--- src/rtl/kbd_pkg.sv ---
// Shared definitions for the keypad reader: register map,
// code width and the row-scan state encoding.
package kbd_pkg;

    localparam logic [31:0] KBD_DATA_ADDR   = 32'hFFFF_F010;
    localparam logic [31:0] KBD_STATUS_ADDR = 32'hFFFF_F014;
    localparam logic [31:0] KBD_DOWN_ADDR   = 32'hFFFF_F018;

    localparam int KEY_CODE_W = 4;

    typedef enum logic [1:0] {
        ROW0,
        ROW1,
        ROW2,
        ROW3
    } scan_state_t;

    // Lowest key index wins when several keys go down together
    function automatic logic [KEY_CODE_W-1:0] lowest_idx(
        input logic [15:0] v
    );
        lowest_idx = '0;
        for (int i = 15; i >= 0; i--) begin
            if (v[i]) lowest_idx = KEY_CODE_W'(i);
        end
    endfunction

endpackage

--- src/rtl/keypad_reader_if.sv ---
// CPU read port of the keypad reader.
// The CPU side drives address and strobe, the reader returns data.
interface keypad_reader_if;

    logic [31:0] addra;
    logic        ren;
    logic [31:0] rdata;

    modport master (
        output addra,
        output ren,
        input  rdata
    );

    modport slave (
        input  addra,
        input  ren,
        output rdata
    );

endinterface

--- src/rtl/kbd_scan.sv ---
// Row scanner: drives one row low at a time, synchronises the
// columns and assembles a 16-bit raw frame with a done pulse.
module kbd_scan
    import kbd_pkg::*;
#(
    parameter int SCAN_CYCLES = 50000
) (
    input  logic        i_clk,
    input  logic        i_rst,
    input  logic [3:0]  i_col_n,
    output logic [3:0]  o_row_n,
    output logic [15:0] o_raw,
    output logic        o_frame_done
);

    localparam int DW = $clog2(SCAN_CYCLES);
    localparam logic [DW-1:0] LAST = DW'(SCAN_CYCLES - 1);

    scan_state_t r_state;
    logic [DW-1:0] r_dwell;
    logic [3:0]    r_row_n;
    logic [3:0]    r_sync1;
    logic [3:0]    r_sync2;
    logic [15:0]   r_raw;
    logic          r_frame_done;

    always_ff @(posedge i_clk or posedge i_rst) begin
        if (i_rst) begin
            r_state      <= ROW0;
            r_dwell      <= '0;
            r_row_n      <= 4'b1110;
            r_sync1      <= 4'hF;
            r_sync2      <= 4'hF;
            r_raw        <= '0;
            r_frame_done <= 1'b0;
        end else begin
            r_sync1      <= i_col_n;
            r_sync2      <= r_sync1;
            r_frame_done <= 1'b0;
            if (r_dwell != LAST) begin
                r_dwell <= r_dwell + 1'b1;
            end else begin
                r_dwell <= '0;
                // Sample this row, then hand the drive to the next one
                unique case (r_state)
                    ROW0: begin
                        r_raw[3:0] <= ~r_sync2;
                        r_state    <= ROW1;
                        r_row_n    <= 4'b1101;
                    end
                    ROW1: begin
                        r_raw[7:4] <= ~r_sync2;
                        r_state    <= ROW2;
                        r_row_n    <= 4'b1011;
                    end
                    ROW2: begin
                        r_raw[11:8] <= ~r_sync2;
                        r_state     <= ROW3;
                        r_row_n     <= 4'b0111;
                    end
                    ROW3: begin
                        r_raw[15:12] <= ~r_sync2;
                        r_state      <= ROW0;
                        r_row_n      <= 4'b1110;
                        r_frame_done <= 1'b1;
                    end
                endcase
            end
        end
    end

    assign o_row_n      = r_row_n;
    assign o_raw        = r_raw;
    assign o_frame_done = r_frame_done;

endmodule

--- src/rtl/keypad_reader.sv ---
// Memory-mapped 4x4 keypad reader: frame debounce, new-press
// latch with overrun tracking, and a combinational read mux.
module keypad_reader
    import kbd_pkg::*;
#(
    parameter int SCAN_CYCLES    = 50000,
    parameter int DEBOUNCE_SCANS = 4
) (
    input  logic            clk,
    input  logic            rst,
    keypad_reader_if.slave  bus,
    output logic [3:0]      row_n,
    input  logic [3:0]      col_n
);

    localparam int CW = $clog2(DEBOUNCE_SCANS + 1);
    localparam logic [CW-1:0] DB_MAX = CW'(DEBOUNCE_SCANS);

    logic [15:0]           w_raw;
    logic                  w_frame_done;
    logic                  w_stable;
    logic [CW-1:0]         w_cnt_inc;
    logic [15:0]           w_down_next;
    logic [15:0]           w_new;
    logic                  w_clr;

    logic [15:0]           r_prev_raw;
    logic [CW-1:0]         r_stable_cnt;
    logic [15:0]           r_down;
    logic [KEY_CODE_W-1:0] r_code;
    logic                  r_valid;
    logic                  r_overrun;

    kbd_scan #(
        .SCAN_CYCLES (SCAN_CYCLES)
    ) u_scan (
        .i_clk        (clk),
        .i_rst        (rst),
        .i_col_n      (col_n),
        .o_row_n      (row_n),
        .o_raw        (w_raw),
        .o_frame_done (w_frame_done)
    );

    always_comb begin
        w_stable  = (w_raw == r_prev_raw);
        w_cnt_inc = (r_stable_cnt == DB_MAX) ? DB_MAX
                                             : r_stable_cnt + 1'b1;
        w_down_next = r_down;
        if (w_frame_done && w_stable && w_cnt_inc == DB_MAX)
            w_down_next = w_raw;
        w_new = w_down_next & ~r_down;
        w_clr = bus.ren && (bus.addra == KBD_DATA_ADDR);
    end

    always_ff @(posedge clk or posedge rst) begin
        if (rst) begin
            r_prev_raw   <= '0;
            r_stable_cnt <= '0;
            r_down       <= '0;
            r_code       <= '0;
            r_valid      <= 1'b0;
            r_overrun    <= 1'b0;
        end else begin
            if (w_frame_done) begin
                r_prev_raw   <= w_raw;
                r_stable_cnt <= w_stable ? w_cnt_inc : '0;
            end
            r_down <= w_down_next;
            // A new press beats a clearing read on the same edge
            if (|w_new) begin
                r_code    <= lowest_idx(w_new);
                r_valid   <= 1'b1;
                r_overrun <= w_clr ? 1'b0 : (r_overrun | r_valid);
            end else if (w_clr) begin
                r_valid   <= 1'b0;
                r_overrun <= 1'b0;
            end
        end
    end

    always_comb begin
        bus.rdata = '0;
        unique case (1'b1)
            (bus.addra == KBD_DATA_ADDR):   bus.rdata = 32'(r_code);
            (bus.addra == KBD_STATUS_ADDR): bus.rdata = {30'b0, r_overrun, r_valid};
            (bus.addra == KBD_DOWN_ADDR):   bus.rdata = {16'b0, r_down};
            default:                        bus.rdata = '0;
        endcase
    end

endmodule

--- src/flat_wrapper.sv ---
// flat-port wrapper written by rule: the top's interface ports become plain ports
module keypad_reader_flat import kbd_pkg::*;
#(
    parameter int SCAN_CYCLES    = 50000,
    parameter int DEBOUNCE_SCANS = 4
)
  (clk, rst, row_n, col_n, bus_addra, bus_ren, bus_rdata);
  keypad_reader_if bus_i ();
  input  logic clk;
  input  logic rst;
  output logic [3:0] row_n;
  input  logic [3:0] col_n;
  input wire logic [$bits(bus_i.addra)-1:0] bus_addra;
  input wire logic [$bits(bus_i.ren)-1:0] bus_ren;
  output wire logic [$bits(bus_i.rdata)-1:0] bus_rdata;
  assign bus_i.addra = bus_addra;
  assign bus_i.ren = bus_ren;
  assign bus_rdata = bus_i.rdata;
  keypad_reader #(.SCAN_CYCLES(SCAN_CYCLES), .DEBOUNCE_SCANS(DEBOUNCE_SCANS)) u_core (.clk(clk), .rst(rst), .bus(bus_i), .row_n(row_n), .col_n(col_n));
endmodule
--- config.mk ---
export PLATFORM = sky130hd
export DESIGN_NAME = keypad_reader_flat
export DESIGN_NICKNAME = d
export VERILOG_FILES = /design/src/rtl/kbd_pkg.sv /design/src/rtl/keypad_reader_if.sv /design/src/rtl/kbd_scan.sv /design/src/rtl/keypad_reader.sv /design/src/flat_wrapper.sv
export SDC_FILE = /design/constraint.sdc
export NUM_CORES = 1
export LEC_CHECK = 0
export CAP_MARGIN = 20
export CORE_MARGIN = 3
export CORE_UTILIZATION = 48
export DETAILED_ROUTE_END_ITERATION = 8
export PLACE_DENSITY = 0.83
export SLEW_MARGIN = 20
export SYNTH_ARGS = -nofsm -noshare
export SYNTH_HDL_FRONTEND = slang
export SYNTH_HIERARCHICAL = 1
export SYNTH_SLANG_ARGS = --single-unit
--- constraint.sdc ---
create_clock -name clk -period 2.2 [get_ports clk]
set_clock_uncertainty 0.05 [all_clocks]
set_input_delay 0.44 -clock clk [delete_from_list [all_inputs] [get_ports clk]]
set_output_delay 0.44 -clock clk [all_outputs]
set_load 0.03 [all_outputs]
==> results of run 1 <==
kinds of logic after synthesis:
group	synth area share, %
multiplexers	10.5
buffers and inverters	5.78
XOR/XNOR	5.61
other	0.0858
AO/OA/AOI/OAI	7.96
adder cells (fa/ha/maj)	3.15
AND/OR/NAND/NOR	16.2
flip-flops	50.7
where the power goes:
part / internal, mW / switching [mW] / total (mW)
Clock: 0.572 / 0.600 / 1.17
Combinational: 0.0512 / 0.0834 / 0.135
Sequential: 1.63 / 0.00658 / 1.64
through the flow:
step / instances / worst slack (ps) / utilization [%] / power, mW / area, um^2
after CTS: 594 / -192 / 62.1 / 2.98 / 5440
after detailed placement: 575 / -552 / 58.7 / 1.82 / 5140
after floorplan: 409 / -21.9 / - / 1.75 / 4440
after global placement: 575 / -443 / 58.7 / 1.82 / 5140
after global routing: 594 / -240 / 62.0 / 3.05 / 5440
final: 594 / -138 / 62.0 / 2.94 / 5440
worst max-delay path, cell delays in order:
cell and delay (ps):
buf_6 90, nand4b_1 170, nor4_2 280, nand4_1 160
nor3b_2 250, buf_4 190, and2_4 150, buf_6 120
routing by layer:
metal	track usage (%)	share of wire, %	vias to the layer above
li1	-	-	1513
met1	24.9	44	1556
met2	31.4	49	99
met3	2.75	4.9	20
met4	7.26	1.8	0
met5	0	0	-
how the worst max path moves through the flow:
| stage | to | slack [ps] | cells past startpoint |
|---|---|---|---|
| 4_1_cts | bus_rdata[5] | -190 | 8 |
| 5_1_grt | bus_rdata[5] | -240 | 8 |
| 2_1_floorplan | bus_rdata[10] | -20 | 6 |
| 3_5_place_dp | bus_rdata[7] | -550 | 8 |
| 6_report | bus_rdata[4] | -140 | 8 |
| 3_3_place_gp | bus_rdata[15] | -440 | 8 |
synth_stat cells, types with 3 or more instances:
| master | number | area (um^2) |
|---|---|---|
| dfrtp_1 | 77 | 1930 |
| a21oi_1 | 33 | 165 |
| mux2_2 | 32 | 360 |
| inv_1 | 21 | 78.8 |
| xor2_1 | 21 | 184 |
| nor2_1 | 19 | 71.3 |
| buf_4 | 18 | 135 |
| nand2_1 | 18 | 67.6 |
| and2_1 | 16 | 100 |
| nand2b_1 | 13 | 81.3 |
| o21ai_0 | 12 | 60.1 |
| dfstp_2 | 11 | 289 |
| ha_1 | 11 | 138 |
| mux2i_1 | 10 | 100 |
| nand4_1 | 10 | 62.6 |
| nor4_1 | 8 | 50.1 |
| xnor2_1 | 7 | 61.3 |
| nand3_1 | 5 | 25.0 |
| nor2b_1 | 5 | 31.3 |
| nor3_1 | 5 | 25.0 |
| nand4b_1 | 4 | 35.0 |
| a22o_1 | 3 | 26.3 |
sequential cells by signal, indices dropped and copies added, names as in the netlist:
| register | cells |
|---|---|
| u_core/r_down | 16 |
| u_core/r_prev_raw | 16 |
| u_core/u_scan/o_raw | 16 |
| u_core/u_scan/r_dwell | 16 |
| u_core/r_code | 4 |
| u_core/u_scan/o_row_n | 4 |
| u_core/u_scan/r_sync1 | 4 |
| u_core/u_scan/r_sync2 | 4 |
| u_core/r_stable_cnt | 3 |
| u_core/u_scan/r_state | 2 |
| u_core/r_overrun | 1 |
| u_core/r_valid | 1 |
| u_core/u_scan/o_frame_done | 1 |
final cells by class:
cell class	count	area (um^2)	area share, %
multi-input combinational	276	2020	37.2
sequential	88	2220	40.8
clock inverter	6	73.8	1.36
inverter	21	78.8	1.45
clock buffer	10	138	2.53
timing repair buffer	85	771	14.2
tap	108	135	2.49
timing repair:
item | in CTS | in global routing
cloned | 1 | 0
resized for setup | 77 | 14
pin swaps | 16 | 4
endpoints found under the setup margin | 16 | 34
setup buffers | 2 | 0
==> flow_summary_export.csv, run 1 <==
group,metric,value,unit
worst_setup_path,rr_worst_depth,7,
synthesis,synth-main-ff-cell,"dfrtp_1",
outcome,outcome,"finished, violations left",
timing,finalSetupViolations,14,
floorplan,dieWidth,101,um
min_path,hp-class,"register to register",
clock_network,cts.sinks,88,
min_path,holdPathEnd,"u_core/u_scan/r_sync2[3]",
place,io_buffers,58,
timing,period_share,106,%
final_layout,finalNetCount,531,
worst_setup_path,startpoint_type,"input port",
place,post-dp-hpwl,6750,um
timing,finalHoldViolations,0,
power_and_ir_drop,p_leak,2.70,nW
timing,fin_hold_ws,303,ps
min_path,min_path_cells,0,
final_layout,drive_gt1_share,28.0,%
grt,grt_max_degree,48,
timing,max_freq,428,MHz
worst_setup_path,critPathCaptureType,"primary output",
timing,report.final.slew_viol_count,0,
power_and_ir_drop,power_per_cell_area,541,nW/um^2
worst_setup_path,cp.arrival,1850,ps
clock_network,cts_inserted_buffers,9,
clock_network,postCtsHoldBufs,0,
flow_run,drv_cap,0,
floorplan,num_rows,34,
floorplan,die_area,10300,um^2
timing,rsz0062_at_grt,"yes",
synthesis,synth_cell_type_count,49,
grt,grt_overflow,0,
worst_setup_path,r2r_slack,120,ps
synthesis,synth_seq_cells,88,
worst_setup_path,critPathRequiredTime,1710,ps
route,dr.first_iter.drc_count,132,
clock_network,clock_latency,350,ps
grt,grt_pass1_wl,15300,um
route,wl,9310,um
route,drt-pass1-iter-count,4,
worst_setup_path,reg2reg_from,"u_core/r_stable_cnt[0]",
grt,gr-usage-all-layers,18.8,%
final_layout,area_growth,24.4,%
synthesis,synth_edf_count,0,
floorplan,start_util,49.9,%
timing,finalCriticalPeriod,2340,ps
route,drcViolationCount,0,
route,ant_nets,0,
route,vias_per_cell,5.37,
final_layout,layout_commonest_cell,"dfrtp_1",
synthesis,yosysSeqAreaShare,50.7,%
timing,slew_headroom,65.2,%
clock_network,cts_root_buf,"clkbuf_8",
synthesis,avgSynthCellArea,11.1,um^2
floorplan,io_pins,75,
floorplan,die_h,101,um
clock_network,cts_tree,"built",
final_layout,layout_common_cells,"77 x dfrtp_1, 32 x a21oi_1, 32 x mux2_2",
route,dr_total_vias,3188,
place,gp_congestion,0.834,
worst_setup_path,path_class,"input port to primary output",
timing,fin_setup_tns,-1820,ps
power_and_ir_drop,ir_drop,442,uV
synthesis,synth_warnings,6,
worst_setup_path,crit_path_start,"bus_addra[0]",
grt,antenna_found_initial,0,
synthesis,async_flop_share,100,%
final_layout,diodes,0,
clock_network,cts.htree.levels,3,
worst_setup_path,cp_max_fo,7,
final_layout,fill_cells,709,
synthesis,synth_cells,394,
timing,tightestPinTransition,523,ps
outcome,violations,"setup timing",
timing,fin_ws,-138,ps
clock_network,clkTransAtPathRegs,90,ps
min_path,min_from,"u_core/u_scan/r_sync1[3]",
synthesis,syn-cell-area,4370,um^2
worst_setup_path,reg2reg_to,"u_core/r_down[10]",
floorplan,core-area,8760,um^2
route,wl_per_cell,15.7,um
grt,grt_pass1_vias,3242,
clock_network,clockBufferDepth,2,
(Power assumes the default switching activity.)
==> run 2, diff against run 1 <==
--- a/config.mk
+++ b/config.mk
@@ -5,6 +5,7 @@
 export SDC_FILE = /design/constraint.sdc
 export NUM_CORES = 1
 export LEC_CHECK = 0
+export ABC_AREA = 0
 export CAP_MARGIN = 20
 export CORE_MARGIN = 3
 export CORE_UTILIZATION = 48
==> results of run 2 <==
Final layout, timing and power as in run 1 (identical DEF).
